`src/rtl/demux4_router.sv`:
```
// demux4_router: 1-to-4 routing demultiplexer with registered outputs.
// Each accepted input word is delivered to exactly one of four output channels. Every channel
// has its own one-entry holding register and a valid/ready handshake to its consumer.
//
// Ports:
//   clock      - system clock, rising-edge active
//   reset      - asynchronous active-low reset
//   in_data    - word to route
//   in_sel     - destination channel (0..3)
//   in_valid   - in_data/in_sel valid this cycle
//   in_ready   - selected channel can take the word this cycle
//   out_data   - channel k data at [k*WIDTH +: WIDTH]
//   out_valid  - bit k: channel k holds a word
//   out_ready  - bit k: consumer of channel k takes the word this cycle
//   xfer_count - accepted input words, modulo 256
module demux4_router #(
  parameter int unsigned WIDTH = 32
) (
  input  logic               clock,
  input  logic               reset,
  input  logic [WIDTH-1:0]   in_data,
  input  logic [1:0]         in_sel,
  input  logic               in_valid,
  output logic               in_ready,
  output logic [4*WIDTH-1:0] out_data,
  output logic [3:0]         out_valid,
  input  logic [3:0]         out_ready,
  output logic [7:0]         xfer_count
);

  logic [WIDTH-1:0] r_hold [4];
  logic [3:0]       r_valid;
  logic [7:0]       r_count;

  logic             w_accept;
  logic [3:0]       w_acc_onehot;
  logic [3:0]       w_drain;
  logic [3:0]       w_valid_d;

  always_comb begin
    // Only the selected channel can stall the input.
    in_ready     = ~r_valid[in_sel] | out_ready[in_sel];
    w_accept     = in_valid & in_ready;
    w_acc_onehot = w_accept ? (4'b0001 << in_sel) : 4'b0000;
    w_drain      = r_valid & out_ready;
    // An accept into a draining channel keeps it full: accept wins over drain.
    w_valid_d    = (r_valid & ~w_drain) | w_acc_onehot;
  end

  always_ff @(posedge clock or negedge reset) begin
    if (!reset) begin
      r_valid <= 4'b0000;
      r_count <= 8'd0;
      for (int k = 0; k < 4; k++) begin
        r_hold[k] <= '0;
      end
    end else begin
      r_valid <= w_valid_d;
      for (int k = 0; k < 4; k++) begin
        if (w_acc_onehot[k]) begin
          r_hold[k] <= in_data;
        end
      end
      if (w_accept) begin
        r_count <= r_count + 8'd1;
      end
    end
  end

  always_comb begin
    for (int k = 0; k < 4; k++) begin
      out_data[k*WIDTH +: WIDTH] = r_hold[k];
    end
  end

  assign out_valid  = r_valid;
  assign xfer_count = r_count;

endmodule
```
`config.mk`:
```
export PLATFORM = sky130hd
export DESIGN_NAME = demux4_router
export DESIGN_NICKNAME = d
export VERILOG_FILES = /design/src/rtl/demux4_router.sv
export SDC_FILE = /design/constraint.sdc
export NUM_CORES = 1
export LEC_CHECK = 0
export ABC_AREA = 1
export BUFFER_PORTS_ARGS = -buffer_cell sky130_fd_sc_hd__buf_2
export CAP_MARGIN = 0
export CORE_UTILIZATION = 55
export DETAILED_ROUTE_END_ITERATION = 10
export PLACE_DENSITY = 0.85
export SLEW_MARGIN = 20
export SYNTH_ARGS = -nofsm -noshare
export SYNTH_HDL_FRONTEND = slang
export SYNTH_SLANG_ARGS = --single-unit
```
`constraint.sdc`:
```
create_clock -name clock -period 3.6 [get_ports clock]
set_clock_uncertainty 0.2 [all_clocks]
set_input_delay 0.18 -clock clock [delete_from_list [all_inputs] [get_ports clock]]
set_output_delay 0.18 -clock clock [all_outputs]
set_load 0.03 [all_outputs]
```
==> impl_table.tex, run 1 <==
\begin{tabular}{lr}
\hline
Metric & Value \\
\hline
\multicolumn{2}{l}{\textbf{Critical path}} \\
Critical path capture point type & output port \\
Startpoint of the lowest-slack register-to-register path & out\_valid[2] \\
Arrival time of the worst setup path & 2.28 ns \\
Register-to-register setup slack & 1.14 ns \\
R2R Path End & out\_data[23] \\
Highest fanout seen on the critical path & 49 \\
Setup crit start kind & flop \\
Startpoint of the worst setup timing path & out\_valid[2] \\
Register-to-Register Path Depth & 9 \\
Kind of critical path & reg2out \\
Data required time at the worst endpoint & 3.22 ns \\
\multicolumn{2}{l}{\textbf{Pwr}} \\
Combinational share of power & 30.3\% \\
Switching Fraction & 38.1\% \\
Seq pwr share & 39.5\% \\
Leak & 4.30 nW \\
Maximum vdd ir drop & 0.000416 V \\
PwrDens & 692 nW/um\^{}2 \\
Tot Pwr & 0.00538 W \\
Clock network power share & 30.2\% \\
Net switching power & 0.00205 W \\
Cell internal power dissipation & 0.00333 W \\
\multicolumn{2}{l}{\textbf{Clocking}} \\
Number of hold buffers added after CTS & 39 \\
Clock root buffer master & sky130\_fd\_sc\_hd\_\_clkbuf\_8 \\
TritonCTS buffer count & 17 \\
H-tree levels & 4 \\
Clock latency at the later pin of the worst-skew pair & 0.52 ns \\
Quantity of gates resized following cts & 0 \\
Buffer depth of the longest clock path & 2 \\
Count of buffers added by post-CTS timing repair for setup & 0 \\
Reg clk slew, reported paths & 0.05 ns \\
Sink Count & 140 \\
CTS tree & built \\
\multicolumn{2}{l}{\textbf{Drt}} \\
DRT Pass-1 Iters & 6 \\
DRT iter0 DRCs & 407 \\
Vias & 5,876 \\
Total wirelength of the detailed-routed design & 18.0 mm \\
Per-cell routed wire length & 18.0 um \\
Vias/cell & 5.88 \\
DRC violations left & 0 \\
DRT antenna net count & 0 \\
\multicolumn{2}{l}{\textbf{Synthesis}} \\
Count of distinct cell types in the synthesized netlist & 20 \\
Number of enable-type register cells in the synthesized netlist & 0 \\
Fraction of post-synthesis cell area in the top cell type by area & 58.9\% \\
Flops \& latches, synth & 140 \\
Mean cell area of the mapped netlist & 9.05 sq um \\
Fraction of the yosys area taken by sequential cells & 58.9\% \\
Cell taking the most area after synthesis & sky130\_fd\_sc\_hd\_\_dfrtp\_1 \\
Largest cells by area after synthesis & sky130\_fd\_sc\_hd\_\_dfrtp\_1, sky130\_fd\_sc\_hd\_\_nand2\_1, sky130\_fd\_sc\_hd\_\_nand4\_1 \\
Cell count after synthesis & 657 \\
Yosys warnings & 0 \\
Cell area after synthesis & 5950 sq um \\
Net count of the mapped netlist & 699 \\
Share of synthesized registers carrying an async set or reset & 100\% \\
Synth top cells by count & sky130\_fd\_sc\_hd\_\_nand2\_1, sky130\_fd\_sc\_hd\_\_dfrtp\_1, sky130\_fd\_sc\_hd\_\_nand4\_1 \\
Commonest register cell after synthesis & sky130\_fd\_sc\_hd\_\_dfrtp\_1 \\
Most repeated cell in the gate-level netlist after synthesis & sky130\_fd\_sc\_hd\_\_nand2\_1 \\
\multicolumn{2}{l}{\textbf{Floorplanning}} \\
Starting density of the core & 57.1\% \\
Placeable core region & 10,400 sq um \\
Die Area & 11,200 sq um \\
Top-Level Pins & 182 \\
Die extent in x & 106 um \\
Row count & 37 \\
Vert. Die Dim & 106 um \\
\multicolumn{2}{l}{\textbf{STA}} \\
Total count of hold-check failures in the final report & 0 \\
Final worst slack & 0.942 ns \\
Setup violations, final & 0 \\
Setup TNS after final layout & 0 ns \\
Final worst-path cycle share & 73.8\% \\
Fin. max-slew vios & 0 \\
Maximum clock rate & 376 MHz \\
Post-route minimum period & 2.66 ns \\
Slew at the pin closest to its max-slew limit & 0.970 ns \\
Setup repair after global routing missed its margin & false \\
Max\_slew headroom & 35.3\% \\
\multicolumn{2}{l}{\textbf{Finish}} \\
Layout overhead on the synthesized area & 30.6\% \\
Final Net Count & 893 \\
Fraction of layout instances using a drive strength above 1 & 26.2\% \\
Filler Cell Count & 722 \\
Antenna diode count & 0 \\
Post-Layout Cell Count & 1,000 \\
\multicolumn{2}{l}{\textbf{Global routing}} \\
Grt ovf & 0 \\
Global-route total usage across every layer & 33.1\% \\
Via count of the first global-routing pass & 5,683 \\
Initial antenna violation count & 0 \\
First-pass GRT wire length & 28.4 mm \\
Pin count of the biggest net entering global routing & 122 \\
\multicolumn{2}{l}{\textbf{Place}} \\
IO buf count & 181 \\
Weighted congestion reported at the end of routability-driven placement & 0.844 \\
Post-placement worst setup slack & 1.07 ns \\
HPWL Detailed & 11.0 mm \\
Placed Cells & 929 \\
\multicolumn{2}{l}{\textbf{Min path}} \\
Hold WC Path Type & in2async \\
\multicolumn{2}{l}{\textbf{Flow run}} \\
Max\_cap viols & 0 \\
\multicolumn{2}{l}{\textbf{Outcome}} \\
Outcome & finished, final reports clean \\
\hline
\end{tabular}
per-layer routing:
metal | vias up | track usage, % | share of wire (%) | wire length, um
met4 | 0 | 15.2 | 3.2 | 575
li1 | 2610 | - | - | -
met3 | 58 | 9.75 | 10 | 1800
met5 | - | 0 | 0 | 0
met2 | 399 | 51.3 | 49 | 8830
met1 | 2809 | 43.0 | 38 | 6810
critical path: stages (launching register included):
cell                      delay (ns)
sky130_fd_sc_hd__dfrtp_1        0.40
sky130_fd_sc_hd__nand2_1        0.08
sky130_fd_sc_hd__nand2_1        0.06
sky130_fd_sc_hd__nand2_1        0.06
sky130_fd_sc_hd__nand2_1        0.08
sky130_fd_sc_hd__nand2_4        0.30
sky130_fd_sc_hd__buf_4          0.49
sky130_fd_sc_hd__buf_2          0.29
power by group through the flow:
stage	clock network [W]	logic, W	registers (W)
after global routing	0.00169	0.00174	0.00215
final	0.00162	0.00163	0.00212
after global placement	0	0.00155	0.00212
after floorplan	0	0.000407	0.00276
after detailed placement	0	0.00159	0.00213
after CTS	0.00163	0.00163	0.00212
placed cells by master, fill, tap and decap left out, drive strengths merged:
master	count
nand2	290
buf	192
dfrtp	140
nand4	128
dlygate4sd3	39
clkbuf	27
nand3	13
inv	8
o21ai	7
nor2	6
xnor2	5
clkinv	3
nand3b	2
clkinvlp	2
ha	1
bufinv	1
through the flow:
step | util (%) | hold slack (ns) | instance area, sq um
2_1_floorplan | - | -0.316 | 5950
3_3_place_gp | 65.5 | 0.184 | 6830
3_5_place_dp | 65.5 | 0.195 | 6830
4_1_cts | 74.5 | 0.180 | 7760
5_1_grt | 74.6 | 0.182 | 7770
6_report | 74.6 | 0.150 | 7770
cells by family (layout without fill, tap and decap cells):
family | Yosys count | after routing | share of synthesized area (%)
flops | 140 | 140 | 58.9
compound gates | 7 | 7 | 0.589
simple gates | 439 | 439 | 33.9
fa+ha+maj | 1 | 1 | 0.210
buf+inv | 65 | 272 | 5.68
xor+xnor | 5 | 5 | 0.736
area by class of cell:
cell class	count	area (sq um)	share of cell area [%]
timing repair buffer	232	1400	18.0
clock inverter	6	60.1	0.773
sequential	140	3500	45.1
tap	136	170	2.19
clock buffer	26	488	6.28
inverter	8	30.0	0.387
multi-input combinational	452	2120	27.3
flip-flops by register name, indices dropped and copies added (netlist names):
name        flops
out_data      128
out_valid       4
xfer_count      8
worst max path at each step:
stage                   end  slack (ns)  cells after the start
6_report           in_ready        0.94                      7
5_1_grt            in_ready        0.79                      7
4_1_cts            in_ready        0.94                      7
3_5_place_dp   out_data[23]        1.07                     11
3_3_place_gp   out_data[27]        1.25                     11
2_1_floorplan  out_data[10]        1.95                      9
Power figures use the tool's default switching activity.
==> inputs of run 2 (changes only) <==
Settings changed: CORE_UTILIZATION 55 to 46, PLACE_DENSITY 0.85 to 0.76.
Clock period 3.6 ns to 2.4 ns, I/O delays scaled along.
==> impl_table.tex, run 2 (synthesis results as in run 1) <==
\begin{tabular}{lr}
\hline
Metric & Value \\
\hline
\multicolumn{2}{l}{\textbf{Global routing}} \\
Initial antenna violation count & 0 \\
Grt ovf & 0 \\
Via count of the first global-routing pass & 5,166 \\
Global-route total usage across every layer & 27.4\% \\
First-pass GRT wire length & 27.7 mm \\
Pin count of the biggest net entering global routing & 109 \\
\multicolumn{2}{l}{\textbf{Floorplanning}} \\
Starting density of the core & 47.1\% \\
Placeable core region & 12,600 sq um \\
Die extent in x & 116 um \\
Vert. Die Dim & 116 um \\
Row count & 41 \\
Top-Level Pins & 182 \\
Die Area & 13,400 sq um \\
\multicolumn{2}{l}{\textbf{Finish}} \\
Most used cells in the layout excluding fill and tap cells & sky130\_fd\_sc\_hd\_\_nand2\_1, sky130\_fd\_sc\_hd\_\_buf\_2, sky130\_fd\_sc\_hd\_\_dfrtp\_1 \\
Area used by multi-input combinational logic & 2120 sq um \\
Layout Cell Area excl Fill & 7870 sq um \\
Commonest non-fill, non-tap cell in the layout & sky130\_fd\_sc\_hd\_\_nand2\_1 \\
Flip-flop count of the largest register, all copies and words added & 128 \\
Final Net Count & 898 \\
Layout Utilization & 62.3\% \\
Sequential Area & 3500 sq um \\
Fraction of layout instances using a drive strength above 1 & 26.2\% \\
Antenna diode count & 0 \\
Layout overhead on the synthesized area & 32.2\% \\
Filler Cell Count & 1,080 \\
\multicolumn{2}{l}{\textbf{Critical path}} \\
Highest fanout seen on the critical path & 66 \\
R2R Path End & out\_data[27] \\
Kind of critical path & reg2out \\
Register-to-Register Path Depth & 8 \\
CP max stage delay & 0.39 ns \\
Highest-delay cell along the critical path & sky130\_fd\_sc\_hd\_\_dfrtp\_1 \\
Critical path capture point type & output port \\
Register-to-register setup slack & 0.42 ns \\
Startpoint of the worst setup timing path & out\_valid[1] \\
Data required time at the worst endpoint & 2.08 ns \\
Setup crit start kind & flop \\
Kind of cell adding the most delay to the critical path & buffers and inverters \\
Sequence of cells on the critical path & nand2\_1, nand2\_1, nand2\_1, nand2\_1, nand2\_4, buf\_12, buf\_2 \\
Cell seen most often among critical-path stages & sky130\_fd\_sc\_hd\_\_nand2\_1 \\
Arrival time of the worst setup path & 1.77 ns \\
Sum of buffers and inverters on the critical path & 2 \\
Startpoint of the lowest-slack register-to-register path & out\_valid[1] \\
\multicolumn{2}{l}{\textbf{Drt}} \\
DRT antenna net count & 0 \\
DRT iter0 DRCs & 562 \\
Vias & 5,689 \\
DRT Pass-1 Iters & 5 \\
DRC violations left & 0 \\
Per-cell routed wire length & 17.0 um \\
Total wirelength of the detailed-routed design & 17.7 mm \\
Vias/cell & 5.47 \\
\multicolumn{2}{l}{\textbf{STA}} \\
Setup violations, final & 0 \\
Max\_slew headroom & 55.9\% \\
Maximum clock rate & 479 MHz \\
Setup repair after global routing missed its margin & false \\
Total count of hold-check failures in the final report & 0 \\
Setup TNS after final layout & 0 ns \\
Slew at the pin closest to its max-slew limit & 0.661 ns \\
Final worst-path cycle share & 87.0\% \\
Final worst slack & 0.313 ns \\
Fin. max-slew vios & 0 \\
Post-route minimum period & 2.09 ns \\
\multicolumn{2}{l}{\textbf{Clocking}} \\
Number of hold buffers added after CTS & 38 \\
Clock latency at the later pin of the worst-skew pair & 0.42 ns \\
H-tree levels & 4 \\
CTS tree & built \\
Sink Count & 140 \\
Clock root buffer master & sky130\_fd\_sc\_hd\_\_clkbuf\_16 \\
Buffer depth of the longest clock path & 2 \\
TritonCTS buffer count & 17 \\
Quantity of gates resized following cts & 0 \\
Reg clk slew, reported paths & 0.05 ns \\
Count of buffers added by post-CTS timing repair for setup & 0 \\
\multicolumn{2}{l}{\textbf{Place}} \\
Weighted congestion reported at the end of routability-driven placement & 0.783 \\
Post-placement worst setup slack & 0.417 ns \\
IO buf count & 181 \\
HPWL Detailed & 11.1 mm \\
Instance area after placement & 6970 sq um \\
\multicolumn{2}{l}{\textbf{Pwr}} \\
Leak & 4.34 nW \\
PwrDens & 1010 nW/um\^{}2 \\
Maximum vdd ir drop & 0.000430 V \\
\multicolumn{2}{l}{\textbf{Flow run}} \\
Max\_cap viols & 0 \\
\multicolumn{2}{l}{\textbf{Min path}} \\
Hold WC Path Type & in2async \\
\multicolumn{2}{l}{\textbf{Outcome}} \\
Outcome & finished, final reports clean \\
\hline
\end{tabular}
## run 2: cell count changes in the layout (fill, tap and decap cells not counted), sizes merged
cell	before	now
dlygate4sd3	39	38
clkbuf	27	30
buf	192	199
clkinvlp	2	0
clkinv	3	1
bufinv	1	0
## run 2: layer usage
metal  global-route usage [%]  wire length, um
met5                        0                0
met4                     12.6              524
met3                     6.12             1190
met2                     41.8             8160
met1                     37.6             7820
## run 2: layout make-up
cell class / instances / area share, %
clock buffers: 30 / 6.54
well taps: 172 / 2.74
multi-input cells: 452 / 26.9
inverters: 8 / 0.382
flip-flops and latches: 140 / 44.5
repair buffers: 237 / 18.8
clock inverters: 1 / 0.0636
## run 2: how the worst max path moves through the flow
stage	to	slack [ns]	cells after the start
2_1_floorplan	out_data[10]	0.75	9
4_1_cts	in_ready	0.32	7
3_5_place_dp	out_data[73]	0.42	11
3_3_place_gp	out_data[27]	0.45	10
6_report	in_ready	0.31	7
5_1_grt	in_ready	0.21	7
## run 2: report_power, final
group / total, W / switching, W / internal, W
registers: 0.00318 / 0.000328 / 0.00285
clock network: 0.00233 / 0.000911 / 0.00142
logic: 0.00244 / 0.00176 / 0.000677
total: 0.00795 / 0.00300 / 0.00495
## run 2: through the flow
| stage | hold slack [ns] | total power [W] | cells |
|---|---|---|---|
| 2_1_floorplan | -0.376 | 0.00475 | 657 |
| 3_3_place_gp | -0.0729 | 0.00555 | 971 |
| 3_5_place_dp | -0.0760 | 0.00559 | 971 |
| 4_1_cts | 0.0619 | 0.00798 | 1040 |
| 5_1_grt | 0.120 | 0.00834 | 1040 |
| 6_report | 0.0534 | 0.00795 | 1040 |
